### src/rtl/ccff_loader_pkg.sv
// Shared types and default sizing for the configuration-chain loader.
// The VERIFY state is only reachable when CCFF_CHAIN_LOADER_VERIFY_EN is defined.
package ccff_loader_pkg;

  typedef enum logic [1:0] {
    IDLE   = 2'd0,
    LOAD   = 2'd1,
    VERIFY = 2'd2,
    DONE   = 2'd3
  } ccff_loader_state_e;

  localparam int unsigned CCFF_CHAIN_LEN_DEF = 33;
  localparam int unsigned CCFF_WORD_W_DEF    = 8;

endpackage

### src/rtl/ccff_word_serializer.sv
// Word-to-bit serializer: one shift register backed by one buffer word, MSB first.
// Each stored word carries its own bit length so a truncated final word never shifts its tail.
module ccff_word_serializer #(
  parameter int unsigned WORD_W = 8,
  parameter int unsigned LEN_W  = $clog2(WORD_W + 1)
) (
  input  logic              clk,
  input  logic              rst,
  input  logic              clear,
  input  logic              in_valid,
  input  logic [WORD_W-1:0] in_data,
  input  logic [LEN_W-1:0]  in_len,
  output logic              buf_empty,
  input  logic              shift_en,
  output logic              bit_out,
  output logic              bit_valid
);

  logic [WORD_W-1:0] sh_q, sh_d, buf_q, buf_d;
  logic [LEN_W-1:0]  sh_len_q, sh_len_d, buf_len_q, buf_len_d;
  logic              buf_full_q, buf_full_d;

  always_comb begin
    sh_d       = sh_q;
    sh_len_d   = sh_len_q;
    buf_d      = buf_q;
    buf_len_d  = buf_len_q;
    buf_full_d = buf_full_q;
    if (shift_en && (sh_len_q != '0)) begin
      sh_d     = sh_q << 1;
      sh_len_d = sh_len_q - LEN_W'(1);
    end
    // Refill on the same cycle the last bit leaves; an incoming word skips the buffer when both are empty.
    if (sh_len_d == '0) begin
      if (buf_full_q) begin
        sh_d       = buf_q;
        sh_len_d   = buf_len_q;
        buf_d      = '0;
        buf_len_d  = '0;
        buf_full_d = 1'b0;
      end else if (in_valid) begin
        sh_d     = in_data;
        sh_len_d = in_len;
      end
    end else if (in_valid) begin
      buf_d      = in_data;
      buf_len_d  = in_len;
      buf_full_d = 1'b1;
    end
    if (clear) begin
      sh_d       = '0;
      sh_len_d   = '0;
      buf_d      = '0;
      buf_len_d  = '0;
      buf_full_d = 1'b0;
    end
  end

  always_ff @(posedge clk) begin
    if (rst) begin
      sh_q       <= '0;
      sh_len_q   <= '0;
      buf_q      <= '0;
      buf_len_q  <= '0;
      buf_full_q <= 1'b0;
    end else begin
      sh_q       <= sh_d;
      sh_len_q   <= sh_len_d;
      buf_q      <= buf_d;
      buf_len_q  <= buf_len_d;
      buf_full_q <= buf_full_d;
    end
  end

  assign bit_out   = sh_q[WORD_W-1];
  assign bit_valid = (sh_len_q != '0);
  assign buf_empty = !buf_full_q;

endmodule

### src/rtl/ccff_chain_loader.sv
// Loads the fabric configuration chain MSB-first with a gated-clock enable for prog_clk.
// Optional loopback verify pass enabled by defining CCFF_CHAIN_LOADER_VERIFY_EN.
module ccff_chain_loader
  import ccff_loader_pkg::*;
#(
  parameter int unsigned CHAIN_LEN = CCFF_CHAIN_LEN_DEF,
  parameter int unsigned WORD_W    = CCFF_WORD_W_DEF,
  parameter int unsigned CNT_W     = $clog2(CHAIN_LEN + 1)
) (
  input  logic              prog_clk,
  input  logic              prog_reset,
  input  logic              start,
  input  logic [WORD_W-1:0] cfg_data,
  input  logic              cfg_valid,
  output logic              cfg_ready,
  output logic              ccff_head,
  output logic              chain_clk_en,
  input  logic              ccff_tail,
  output logic              busy,
  output logic              done,
  output logic              error
);

  localparam int unsigned N_WORDS  = (CHAIN_LEN + WORD_W - 1) / WORD_W;
  localparam int unsigned LAST_LEN = ((CHAIN_LEN % WORD_W) == 0) ? WORD_W : (CHAIN_LEN % WORD_W);
  localparam int unsigned LEN_W    = $clog2(WORD_W + 1);
  localparam int unsigned WCNT_W   = $clog2(N_WORDS + 1);
`ifdef CCFF_CHAIN_LOADER_VERIFY_EN
  localparam bit VERIFY_EN = 1'b1;
`else
  localparam bit VERIFY_EN = 1'b0;
`endif

  ccff_loader_state_e state_q, state_d;
  logic [CNT_W-1:0]   cnt_q, cnt_d;
  logic [WCNT_W-1:0]  wcnt_q, wcnt_d;
  logic head_q, head_d, en_q, en_d, busy_q, busy_d, done_q, done_d, error_q, error_d;

  logic             ser_buf_empty, ser_bit, ser_bit_valid, ser_clear;
  logic             accept, pass_end, shift_en, consume;
  logic [LEN_W-1:0] word_len;

  // Word acceptance stops after the pass's last word so the next pass's words are not swallowed.
  assign cfg_ready = busy_q && ser_buf_empty && (wcnt_q != WCNT_W'(N_WORDS));
  assign accept    = cfg_valid && cfg_ready;
  assign word_len  = (wcnt_q == WCNT_W'(N_WORDS - 1)) ? LEN_W'(LAST_LEN) : LEN_W'(WORD_W);
  assign pass_end  = busy_q && (cnt_q == CNT_W'(CHAIN_LEN));
  assign shift_en  = busy_q && !pass_end;
  assign consume   = shift_en && ser_bit_valid;
  assign ser_clear = pass_end || (start && !busy_q);

  ccff_word_serializer #(
    .WORD_W (WORD_W),
    .LEN_W  (LEN_W)
  ) u_ser (
    .clk       (prog_clk),
    .rst       (prog_reset),
    .clear     (ser_clear),
    .in_valid  (accept),
    .in_data   (cfg_data),
    .in_len    (word_len),
    .buf_empty (ser_buf_empty),
    .shift_en  (shift_en),
    .bit_out   (ser_bit),
    .bit_valid (ser_bit_valid)
  );

  always_comb begin
    state_d = state_q;
    cnt_d   = cnt_q;
    wcnt_d  = wcnt_q;
    busy_d  = busy_q;
    done_d  = done_q;
    error_d = error_q;
    head_d  = consume ? ser_bit : head_q;
    en_d    = consume;
    if (consume) cnt_d = cnt_q + CNT_W'(1);
    if (accept)  wcnt_d = wcnt_q + WCNT_W'(1);
    // Tail lags head by exactly CHAIN_LEN shifts, so pass-1 bit k meets pass-2 bit k here.
    if (VERIFY_EN && (state_q == VERIFY) && en_q && (ccff_tail != head_q)) error_d = 1'b1;
    case (state_q)
      IDLE, DONE: begin
        if (start) begin
          state_d = LOAD;
          busy_d  = 1'b1;
          done_d  = 1'b0;
          error_d = 1'b0;
          cnt_d   = '0;
          wcnt_d  = '0;
        end
      end
      LOAD, VERIFY: begin
        if (pass_end) begin
          cnt_d  = '0;
          wcnt_d = '0;
          if (VERIFY_EN && (state_q == LOAD)) begin
            state_d = VERIFY;
          end else begin
            state_d = DONE;
            busy_d  = 1'b0;
            done_d  = 1'b1;
          end
        end
      end
      default: state_d = IDLE;
    endcase
  end

  always_ff @(posedge prog_clk) begin
    if (prog_reset) begin
      state_q <= IDLE;
      cnt_q   <= '0;
      wcnt_q  <= '0;
      head_q  <= 1'b0;
      en_q    <= 1'b0;
      busy_q  <= 1'b0;
      done_q  <= 1'b0;
      error_q <= 1'b0;
    end else begin
      state_q <= state_d;
      cnt_q   <= cnt_d;
      wcnt_q  <= wcnt_d;
      head_q  <= head_d;
      en_q    <= en_d;
      busy_q  <= busy_d;
      done_q  <= done_d;
      error_q <= error_d;
    end
  end

  assign ccff_head    = head_q;
  assign chain_clk_en = en_q;
  assign busy         = busy_q;
  assign done         = done_q;
  assign error        = error_q;

endmodule

### config.mk
export PLATFORM = sky130hd
export DESIGN_NAME = ccff_chain_loader
export DESIGN_NICKNAME = d
export VERILOG_FILES = /design/src/rtl/ccff_loader_pkg.sv /design/src/rtl/ccff_word_serializer.sv /design/src/rtl/ccff_chain_loader.sv
export SDC_FILE = /design/constraint.sdc
export NUM_CORES = 1
export LEC_CHECK = 0
export ABC_AREA = 1
export CORE_ASPECT_RATIO = 1.1
export CORE_UTILIZATION = 40
export CTS_BUF_LIST = sky130_fd_sc_hd__clkbuf_16
export CTS_CLUSTER_SIZE = 25
export DETAILED_ROUTE_END_ITERATION = 8
export PLACE_DENSITY = 0.65
export SYNTH_ARGS = -nofsm -noshare
export SYNTH_HDL_FRONTEND = slang
export SYNTH_SLANG_ARGS = --single-unit
### constraint.sdc
create_clock -name prog_clk -period 1.9 [get_ports prog_clk]
set_clock_uncertainty 0.05 [all_clocks]
set_input_delay 0.475 -clock prog_clk [delete_from_list [all_inputs] [get_ports prog_clk]]
set_output_delay 0.475 -clock prog_clk [all_outputs]
set_load 0.01 [all_outputs]
# Yosys cells after proc, flatten, opt, wreduce, memory -nomap -nowiden
# Index checks and enable logic that the tools add are counted.
[word_totals]
word_cells = 77
out_inout_bits = 6
ff_bits = 40
[op_classes]
add_sub_neg = 3
n_reduce_logical = 21
n_mux = 32
n_eq_ne = 9
[ops]
columns = ["op", "count"]
rows = [
  ["$mux W8", 7],
  ["$mux W4", 8],
  ["$mux W6", 3],
  ["$pmux W6 S2", 1],
  ["$mux W3", 3],
  ["$logic_and A1 B1 Y1", 7],
  ["$add A6 B1 Y6 const B", 1],
  ["$eq A6 B6 Y1 const B", 1],
  ["$pmux W3 S2", 1],
  ["$reduce_or A2 Y1", 3],
  ["$eq A2 B2 Y1 const B", 2],
  ["$logic_not A4 Y1", 1],
  ["$mux W1", 4],
  ["$mux W2", 2],
  ["$ne A2 B2 Y1 const B", 2],
  ["$pmux W1 S2", 2],
  ["$pmux W2 S2", 1],
  ["$reduce_and A2 Y1", 2],
  ["$reduce_bool A4 Y1", 1],
  ["$sub A4 B1 Y4 const B", 1],
  ["$add A3 B1 Y3 const B", 1],
  ["$eq A3 B3 Y1 const B", 1],
  ["$logic_not A1 Y1", 3],
  ["$ne A3 B3 Y1 const B", 1],
  ["other kinds (6)", 6],
]

# Depth between registers and ports, before layout
# Gate-level depths: netlist (run 1).
[logic_depth]
ltp_word = 9
depth_mapped = 14
ltp_nobuf = 14

# Cells and area by module
# Synthesis (run 1) repeated with hierarchy kept, for this count alone.
[unflattened]
hier_cells = 345
area_unflattened_um2 = 2322.2
[by_module_without_submodules]
columns = ["module", "area_each_um2", "cells_each", "instances", "seq_area_each_um2"]
rows = [
  ["ccff_word_serializer", 1456.4, 223, 1, 500.5],
  ["ccff_chain_loader", 865.8, 122, 1, 280.3],
]

# Least setup slack after synthesis (run 1)
# OpenSTA, ideal clock, no wires.
[synth_path]
path_kind = "register to register"
start = "register u_ser.sh_len_q[0]"
end = "register u_ser.sh_q[2]"
required_ns = 1.732
arrival_time_ns = 1.577
stages_incl_launch_ff = 13
setup_slack_ns = 0.155
cell_sequence = "dfxtp_1 > inv_1 > ha_1 > a21oi_4 > nand2_4 > nand2_1 > nand2_2 > nor2_4 > nand2_4 > inv_4 > nand2_1 > nand2_1 > a21oi_1"
[synth_between]
elab_chain_cells = 6
[synth_lines]
columns = ["item", "line_no", "text"]
rows = [
  ["start, declared", "ccff_word_serializer.sv:20", "logic [LEN_W-1:0] sh_len_q, sh_len_d, buf_len_q, buf_len_d;"],
  ["start signal, assigned", "ccff_word_serializer.sv:68", "sh_len_q <= sh_len_d;"],
  ["parallel branches: the longest is 5 deep, another holds $sub A4 B1 Y4", "-", ""],
  ["$mux W8 *", "ccff_word_serializer.sv:34", "if (sh_len_d == '0) begin"],
  ["end signal, assigned", "ccff_word_serializer.sv:61", "sh_q <= '0;"],
  ["end signal, assigned", "ccff_word_serializer.sv:67", "sh_q <= sh_d;"],
  ["end, declared", "ccff_word_serializer.sv:19", "logic [WORD_W-1:0] sh_q, sh_d, buf_q, buf_d;"],
]
# Mark *: on every way between the ends.
# A chain may end at the register's enable or synchronous reset.

# Final worst setup path (run 1)
# Same ends and word-level chain as after synthesis.

==> flow_metrics.tcl, run 1 <==
set metrics [dict create \
    status "finished clean" \
    cts_setup_buffers 0 \
    synth_top_area_share_pct 38.2 \
    worstPathMaxFanout 6 \
    fin_util_pct 54.6 \
    r2r_setup_slack_ns 0.06 \
    grt_pass1_wl_mm 6.77 \
    setup_viol 0 \
    insertion_delay_ns 0.28 \
    avgRoutedWirePerCell_um 11.6 \
    synth-seq-cells 37 \
    pre_cts_ws_ns -0.0493 \
    period_share_pct 96.7 \
    nNetsFinal 327 \
    r2r-end "u_ser.sh_q[2]$_SDFF_PP0_" \
    synth_largest_area_cell "dfxtp_1" \
    rows 26 \
    initial_core_util_pct 41.7 \
    max-vdd-ir-drop_v 0.000515 \
    synthesis.nets 288 \
    grt_max_degree 19 \
    drc 0 \
    finalWirelength_mm 4.25 \
    yosysWarnings 0 \
    syn_avg_cell_area_um2 7.21 \
    cts_buffers 5 \
    cts.root.buffer_cell "clkbuf_16" \
    cts_tree "done" \
    crit_path_start_kind "register" \
    drt_pre_antenna_iters 4 \
    whs_endpoint "state_q[0]$_SDFFE_PP0P_" \
    fin_crit_ns 1.84 \
    cp.required_ns 2.06 \
    grt_pass1_vias 1590 \
    power-per-cell-area_mw_per_mm2 894 \
    min_from "state_q[0]$_SDFFE_PP0P_" \
    hold_viol 0 \
    post-dp-hpwl_mm 3.04 \
    core_area_mm2 0.00465 \
    cts_sinks 37 \
    ys_types 33 \
    max-cap-violations 0 \
    grt-ovfl-total 0 \
    syn_area_mm2 0.00194 \
    timing.rr.start "u_ser.sh_len_q[0]$_SDFF_PP0_" \
    endpoint_kind "register" \
    die_h_um 75.0 \
    hold_class "reg -> reg" \
    r2r_cells 12 \
    drive_above_1_share_pct 20.1 \
    antenna_found_initial 0 \
    path_class "reg -> reg" \
    worstPathArrival_ns 2.00 \
    vias_per_cell 4.91 \
    finalMaxSlewViolations 0 \
    antennaDiodeCount 0 \
    numPortBuffers 16 \
    clock_path_buffers 2 \
    fmax_mhz 544 \
    gp_congestion 0.788 \
    htree_levels 2 \
    leakage_nw 1.05 \
    hold_depth 2 \
    drtIter0Drc 100 \
    netlist_instances 269 \
    io_pins 19 \
    syn_to_final_growth_pct 31.0 \
    yosysSeqAreaShare_pct 38.2 \
    dieWidth_um 68.4 \
    ant_nets 0 \
    grt_setup_unrepaired "yes" \
    setup_ws_ns 0.0625 \
    fp.dieArea_mm2 0.00513 \
    grt_util_all_layers_pct 17.8 \
    num_vias 1793 \
    ys_top_cells_by_area "dfxtp_1 (38%), nand2_1 (18%), a21oi_1 (6.2%)" \
    path_clk_slew_ns 0.06 \
]
-- stage by stage --
step / power (W) / hold WS (ns) / setup TNS, ns / area [um2] / instances
2_1_floorplan: 0.00113 / 0.386 / 0 / 1940 / 269
3_3_place_gp: 0.00133 / 0.402 / 0 / 2320 / 357
3_5_place_dp: 0.00133 / 0.414 / -0.198 / 2320 / 357
4_1_cts: 0.00227 / 0.423 / 0 / 2500 / 365
5_1_grt: 0.00237 / 0.450 / -0.310 / 2540 / 365
6_report: 0.00227 / 0.415 / 0 / 2540 / 365
-- cell usage in the layout, fill, tap and decap left out, types with 4 or more instances in the layout --
| cell type | instances |
|---|---|
| dfxtp_1 | 36 |
| clkdlybuf4s50_1 | 15 |
| xor2_1 | 4 |
| o21ai_0 | 4 |
| a21oi_1 | 23 |
| nor2_4 | 4 |
| nor2_1 | 16 |
| ha_1 | 5 |
| nand2_1 | 85 |
| inv_1 | 20 |
| nand3_1 | 16 |
| buf_4 | 21 |
| a32o_1 | 5 |
| clkbuf_16 | 5 |
| nand2_2 | 10 |
-- area by class of cell --
type                    instances  area, um2
clock buffers                   5        125
repair buffers                 39        353
inverters                      23       93.8
fillers                       433       2110
well taps                      56       70.1
multi-input cells             202       1120
clock inverters                 3       41.3
flip-flops and latches         37        742
-- metal layers --
metal / part of all wire, % / global-route usage (%)
met1: 50 / 22.9
met2: 46 / 28.2
met3: 3.1 / 4.70
met4: 1.3 / 6.94
met5: 0 / 0
-- cell usage after synthesis --
cell	count
and3_1	1
o21ai_0	4
o21bai_1	1
ha_1	6
nand2_2	4
nand2_1	91
inv_2	2
a211oi_1	3
o22ai_1	3
a21oi_4	1
nor3b_1	2
a21oi_2	1
a21oi_1	24
buf_6	1
conb_1	1
or2_2	1
inv_4	1
xnor2_1	1
nor2_2	3
inv_1	20
o21ai_1	1
nand4_1	2
nand2_4	3
nand3_1	16
nor2_4	3
xor2_1	4
a32o_1	5
buf_4	3
nand3_2	3
nor2_1	16
clkbuf_1	3
dfxtp_1	37
nor3_1	2
-- how the worst max path moves through the flow --
stage                                      start                     endpoint  slack, ns
floorplan           u_ser.sh_len_q[0]$_SDFF_PP0_     u_ser.sh_q[2]$_SDFF_PP0_       0.15
global placement    u_ser.sh_len_q[0]$_SDFF_PP0_     u_ser.sh_q[4]$_SDFF_PP0_      0.009
detailed placement  u_ser.sh_len_q[0]$_SDFF_PP0_     u_ser.sh_q[4]$_SDFF_PP0_      -0.05
CTS                 u_ser.sh_len_q[0]$_SDFF_PP0_  u_ser.buf_q[7]$_SDFFE_PP0P_      0.003
global route        u_ser.sh_len_q[0]$_SDFF_PP0_     u_ser.sh_q[2]$_SDFF_PP0_      -0.05
finish              u_ser.sh_len_q[0]$_SDFF_PP0_     u_ser.sh_q[2]$_SDFF_PP0_       0.06
-- what timing repair did --
| item | 4_1_cts | 5_1_grt |
|---|---|---|
| pin swaps | 0 | 6 |
| setup endpoints to repair | 7 | 24 |
| endpoints found under the hold margin | 0 | 0 |
| cloned | 0 | 0 |
| hold buffers | 0 | 0 |
| resized for setup | 4 | 14 |
-- flip-flops by register name, summed over array words and instances (netlist names), 2 cells and up --
signal,flops
u_ser.sh_len_q,4
u_ser.buf_q,8
wcnt_q,3
u_ser.buf_len_q,2
state_q,2
u_ser.sh_q,8
cnt_q,6
-- logic make-up (layout without fill, tap and decap cells) --
family                     count (synthesis)  after routing  synth area share, %
DFF                                       37             37                 38.2
adders and majority gates                  6              6                 3.87
xor gates and xnor gates                   5              5                 2.26
other                                      1              1                0.193
and+or+nand+nor                          147            147                 34.7
buffers and inverters                     30             70                 6.90
AOI/OAI and AO/OA                         43             43                 13.9
-- critical path: stages, from the launching register on --
cell and delay, ns:
dfxtp_1 0.35, inv_1 0.10, ha_4 0.19, a21oi_4 0.15, nand2_4 0.10, nand2_2 0.08, nand2_2 0.07, nor2_4 0.17
nand2_4 0.12, inv_6 0.10, buf_12 0.10, nand2_1 0.05, a21oi_1 0.14
-- report_power, final --
group | switching (W) | internal [W]
Clock | 0.000318 | 0.000614
Sequential | 0.0000202 | 0.000803
Combinational | 0.000284 | 0.000233
Note: power is estimated with default switching activity, not from simulation.
==> inputs of run 2 (changes only) <==
--- a/config.mk
+++ b/config.mk
@@ -12,6 +12,7 @@
 export CTS_CLUSTER_SIZE = 25
 export DETAILED_ROUTE_END_ITERATION = 8
 export PLACE_DENSITY = 0.65
+export RECOVER_POWER = 25
 export SYNTH_ARGS = -nofsm -noshare
 export SYNTH_HDL_FRONTEND = slang
 export SYNTH_SLANG_ARGS = --single-unit
==> results of run 2 <==
No change in the layout: final DEF, timing and power equal those of run 1.
==> inputs of run 3 (changes only) <==
--- a/config.mk
+++ b/config.mk
@@ -7,11 +7,11 @@
 export LEC_CHECK = 0
 export ABC_AREA = 1
 export CORE_ASPECT_RATIO = 1.1
-export CORE_UTILIZATION = 40
+export CORE_UTILIZATION = 45
 export CTS_BUF_LIST = sky130_fd_sc_hd__clkbuf_16
 export CTS_CLUSTER_SIZE = 25
 export DETAILED_ROUTE_END_ITERATION = 8
-export PLACE_DENSITY = 0.65
+export PLACE_DENSITY = 0.71
 export RECOVER_POWER = 25
 export SYNTH_ARGS = -nofsm -noshare
 export SYNTH_HDL_FRONTEND = slang
==> run 3 against run 2 <==
Against the previous run:
- non-clock buffer count increased by 1
- via count rose by 0.28%
- global-route usage increased by 3.9 points
- cell area unchanged
- sequential share of layout area about the same
- largest power group is now registers
==> flow_metrics.tcl, run 3 (synthesis gave the netlist of run 1 again) <==
set metrics [dict create \
    holdWs_ns 0.415 \
    finish.instance_area_mm2 0.00254 \
    die_h_um 70.9 \
    r2r-end "u_ser.sh_q[3]$_SDFF_PP0_" \
    crit_path_start "busy$_SDFFE_PP0P_" \
    timing.rr.start "u_ser.sh_len_q[1]$_SDFF_PP0_" \
    grt_max_degree 19 \
    avgRoutedWirePerCell_um 12.3 \
    numPortBuffers 16 \
    power-per-cell-area_mw_per_mm2 843 \
    hold_depth 2 \
    critPathTopFamily "buffers and inverters" \
    r2r_cells 12 \
    cp_cell_sequence "buf_4 > clkdlybuf4s50_1" \
    status "finished clean" \
    setup_viol 0 \
    fp.dieArea_mm2 0.00458 \
    vias_per_cell 4.97 \
    stdcell_count 362 \
    most-common-layout-cells "nand2_1 (81), dfxtp_1 (35), buf_4 (22), a21oi_1 (19), inv_1 (17)" \
    finalWirelength_mm 4.44 \
    crit_path_start_kind "register" \
    fin_util_pct 62.7 \
    hold_viol 0 \
    antenna_found_initial 0 \
    crit_slowest_cell "clkdlybuf4s50_1" \
    endpoint_kind "output pin" \
    drc 0 \
    endpoint "busy" \
    post-place-cells 354 \
    leakage_nw 1.06 \
    top_layer_used "met4" \
    drtIter0Drc 115 \
    syn_to_final_growth_pct 31.0 \
    hold_class "reg -> reg" \
    grt_pass1_wl_mm 7.65 \
    io_pins 19 \
    grt_util_all_layers_pct 21.7 \
    crit_cells 2 \
    slowest_delay_ns 0.52 \
    cp_num_buf_inv 2 \
    fin_crit_ns 1.86 \
    rows 24 \
    post-dp-hpwl_mm 3.09 \
    finalMaxSlewViolations 0 \
    top_regs "u_ser.buf_q (8), u_ser.sh_q (8), cnt_q (6)" \
    grt-ovfl-total 0 \
    cts_tree "done" \
    initial_core_util_pct 47.8 \
    cts_buffers 5 \
    max-cap-violations 0 \
    period_share_pct 97.9 \
    gp_congestion 0.798 \
    path_clk_slew_ns 0.06 \
    nNetsFinal 328 \
    r2r_setup_slack_ns 0.09 \
    antennaDiodeCount 0 \
    dr_wl_met3_um 139 \
    core_area_mm2 0.00405 \
    path_class "reg -> out" \
    drive_above_1_share_pct 25.2 \
    insertion_delay_ns 0.28 \
    final_common_cell "nand2_1" \
    cts.root.buffer_cell "clkbuf_16" \
    worstPathMaxFanout 3 \
    grt_pass1_vias 1746 \
    worstPathArrival_ns 1.34 \
    wl_met1_mm 2.07 \
    wl_met2_mm 2.16 \
    fillCellCount 382 \
    num_vias 1798 \
    place_area_mm2 0.00230 \
    fmax_mhz 537 \
    clock_path_buffers 2 \
    ant_nets 0 \
    max-vdd-ir-drop_v 0.000479 \
    drt_pre_antenna_iters 4 \
    dieWidth_um 64.6 \
    cp.required_ns 1.37 \
    cts_sinks 37 \
    htree_levels 2 \
]
==> run 3: power by group <==
group	switching (W)	leakage (nW)	total [W]	internal, W
clock network	0.000320	0.0696	0.000800	0.000480
logic	0.000298	0.686	0.000520	0.000222
registers	0.0000199	0.300	0.000823	0.000803
==> run 3: how the worst min path moves through the flow <==
stage | startpoint | endpoint | slack, ns
6_report | state_q[0]$_SDFFE_PP0P_ | state_q[0]$_SDFFE_PP0P_ | 0.42
5_1_grt | state_q[0]$_SDFFE_PP0P_ | state_q[0]$_SDFFE_PP0P_ | 0.44
4_1_cts | state_q[0]$_SDFFE_PP0P_ | state_q[0]$_SDFFE_PP0P_ | 0.42
3_5_place_dp | state_q[0]$_SDFFE_PP0P_ | state_q[0]$_SDFFE_PP0P_ | 0.41
3_3_place_gp | state_q[0]$_SDFFE_PP0P_ | state_q[0]$_SDFFE_PP0P_ | 0.40
2_1_floorplan | state_q[0]$_SDFFE_PP0P_ | state_q[0]$_SDFFE_PP0P_ | 0.39
==> run 3: stage by stage <==
step	worst slack [ns]	total power (W)	setup TNS [ns]
2_1_floorplan	0.155	0.00113	0
4_1_cts	0.00637	0.00212	0
5_1_grt	-0.00574	0.00225	-0.0113
3_5_place_dp	-0.0139	0.00131	-0.0342
3_3_place_gp	0.0172	0.00130	0
6_report	0.0395	0.00214	0
==> run 3: repair_timing <==
action / 4_1_cts / 5_1_grt
resized for setup: 5 / 32
cloned: 0 / 0
hold buffers: 0 / 0
setup endpoints to repair: 6 / 24
setup buffers: 0 / 0
hold endpoints to repair: 0 / 0
pin swaps: 0 / 7
==> run 3: layer usage <==
layer	GRT usage, %	vias to the layer above
li1	-	956
met1	27.6	811
met2	34.3	23
met3	5.32	8
met4	9.88	0
met5	0	-
==> run 3: final cells by class <==
| type | instances | area (um2) | share of cell area (%) |
|---|---|---|---|
| clock buffer | 5 | 125 | 4.92 |
| clock inverter | 3 | 17.5 | 0.689 |
| inverter | 23 | 96.3 | 3.79 |
| multi-input combinational | 202 | 1150 | 45.3 |
| sequential | 37 | 743 | 29.2 |
| tap | 52 | 65.1 | 2.56 |
| timing repair buffer | 40 | 343 | 13.5 |
==> run 3: tightest hold or removal path: cells and delay by family, from the launching register on <==
kind | cells | cell delay [ns]
AOI/OAI and AO/OA | 1 | 0.05
buffers and inverters | 1 | 0.05
DFF | 1 | 0.32
==> patch: new RTL, config.mk and constraints of run 1 <==
Make the reset (`prog_reset` and `rst`) asynchronous in 2 clocked blocks.
--- a/src/rtl/ccff_word_serializer.sv
+++ b/src/rtl/ccff_word_serializer.sv
@@ -56,7 +56,7 @@
     end
   end
 
-  always_ff @(posedge clk) begin
+  always_ff @(posedge clk or posedge rst) begin
     if (rst) begin
       sh_q       <= '0;
       sh_len_q   <= '0;
--- a/src/rtl/ccff_chain_loader.sv
+++ b/src/rtl/ccff_chain_loader.sv
@@ -106,7 +106,7 @@
     endcase
   end
 
-  always_ff @(posedge prog_clk) begin
+  always_ff @(posedge prog_clk or posedge prog_reset) begin
     if (prog_reset) begin
       state_q <= IDLE;
       cnt_q   <= '0;
Function: differs if prog_reset is asserted again (counterexample within 4 cycles, from zero or initial values and one cycle with prog_reset high); with prog_reset held inactive, the same outputs for 10 cycles.
==> patch against run 1 <==
Area after synthesis up 11%. Cell area grew 19%. Routed wire length increased by 17%. Maximum frequency decreased by 3.0%. Utilization rose by 4.6 points. Setup slack worse by 0.056 ns. Sequential cell count unchanged. Critical path depth up 2.
Power is not compared: it rests on default switching activity, and its combinational part moved more than twofold at a synthesized area within 25%.
==> patch: results (changes against run 1) <==
Route:
- The met2 wire length is 2.43 mm (+26%).
- The average via count per standard cell is 4.81 (-2.2%).
- The total via count in the routed design came to 1913 (+6.7%).
- The met3 wirelength from detailed routing was 146 um (+12%).
- The detailed-route wire length per cell is 12.4 um (+6.9%).
- The number of DRC markers after the initial detailed-route iteration is 83 (-17%).
- The total routed wire length on the met1 layer is 2.26 mm (+6.2%).

Synthesis:
- The number of synthesis warnings is 0 (unchanged).
- The number of instances in the synthesized netlist is 268 (-0.37%).
- The sequential area share after synthesis was 43.0% (+4.8 points).
- The number of nets produced by synthesis came to 287 (-0.35%).
- The share of synthesized flip-flops with an asynchronous set or reset is 100% (+100 points).
- The most used flip-flop cell after synthesis is dfrtp_1.
- After synthesis, the cell types taking the most area are dfrtp_1 43%, nand2_1 13%, nor2_1 4.7%, o21ai_0 4.6%, inv_1 4.4%.
- By count the netlist is led by 72 x nand2_1, 37 x dfrtp_1, 27 x nor2_1.

Final layout:
- The number of logic inverters in the finished layout came to 29 (+26%).
- The fraction of area in multi-input gates is 39.4% (-4.5 points).
- The fraction of cell area in non-clock buffers came to 17.7% (+3.8 points).
- The clock distribution area overhead in the final layout is 5.50% (-1.0 points).
- The number of fill cells in the layout is 458 (+5.8%).
- The multi-input gate count was 196 (-3.0%).
- The area growth from synthesis to layout is 40.3%.
- The share of post-route cells with drive strength above 1 was 32.5% (+12 points).
- The total of plain and repair buffers excluding clock buffers came to 56 (+44%).
- The area taken by flip-flops and latches was 926 sq um (+25%).

Placement:
- The setup slack after placement was -0.0969 ns (-0.0476 ns).
- The number of placed instances with taps included is 379 (+6.2%).
- The total half-perimeter wirelength after legalization and detailed placement is 3.30 mm (+8.7%).
- The post-place instance area is 2620 sq um (+13%).
- The final weighted congestion of routability-driven global placement came to 0.871 (+11%).

Setup path:
- The source of the critical timing path is cnt_q[1].
- The slowest cell on the critical path is dfrtp_1.
- The delay of the slowest critical-path stage came to 0.39 ns (+0.04 ns).

Clock tree:
- The number of gates given a new drive strength after cts came to 14 (+10).
- The cell at the root of the clock tree is clkbuf_16.
- The number of buffers inserted to repair setup after CTS is 3 (+3).

Pwr:
- The fraction of power consumed by sequential logic is 28.6%.
- The total power consumption of the routed design is around 0.0044 W.
- For this design the static power due to leakage is 1.43 nW.

Global routing:
- The global-route wire length before repair was 8.08 mm (+19%).
- The met2 global-route usage is 29.7% (+1.5 points).
- The routing usage on met3 is 4.19% (-0.51 points).
- The largest net degree at the start of global routing is 38 (+19).
- The via count of the first global-routing pass is 1756 (+10%).
- The combined global-route utilization of all metal layers is 18.7% (+0.86 points).
- The met1 global-route usage was 23.9% (+1.0 points).

Outcome:
- The run finished with clean final reports.

Worst hold path:
- The startpoint identified for the worst hold timing path is cnt_q[4].
patch: cell count changes after synthesis, sizes merged, moves of 3 or more:
| cell | change |
|---|---|
| inv | +4 |
| a21oi | -19 |
| nand3 | +4 |
| dfxtp | -37 |
| o22ai | +3 |
| nor2 | +7 |
| o21ai | +21 |
| a32o | -5 |
| dfrtp | +37 |
| nand2 | -13 |
patch: kinds of logic after synthesis:
group,Yosys count,share of synthesized area [%]
buf+inv,36,7.67
xor+xnor,3,1.22
other cells,1,0.174
fa+ha+maj,6,3.48
simple gates,143,33.3
compound gates,42,11.2
flops,37,43.0
patch: final timing paths:
path | cells after the start | slack, ns | end
worst max-delay path | 14 | 0.006 | u_ser.sh_q[2]
worst min register to register | 1 | 0.41 | cnt_q[4]
worst min-delay path | 1 | 0.41 | cnt_q[4]
max in group asynchronous | 3 | 1.12 | cnt_q[4]
min in group asynchronous | 3 | 0.49 | state_q[1]
worst max register to register | 14 | 0.006 | u_ser.sh_q[2]
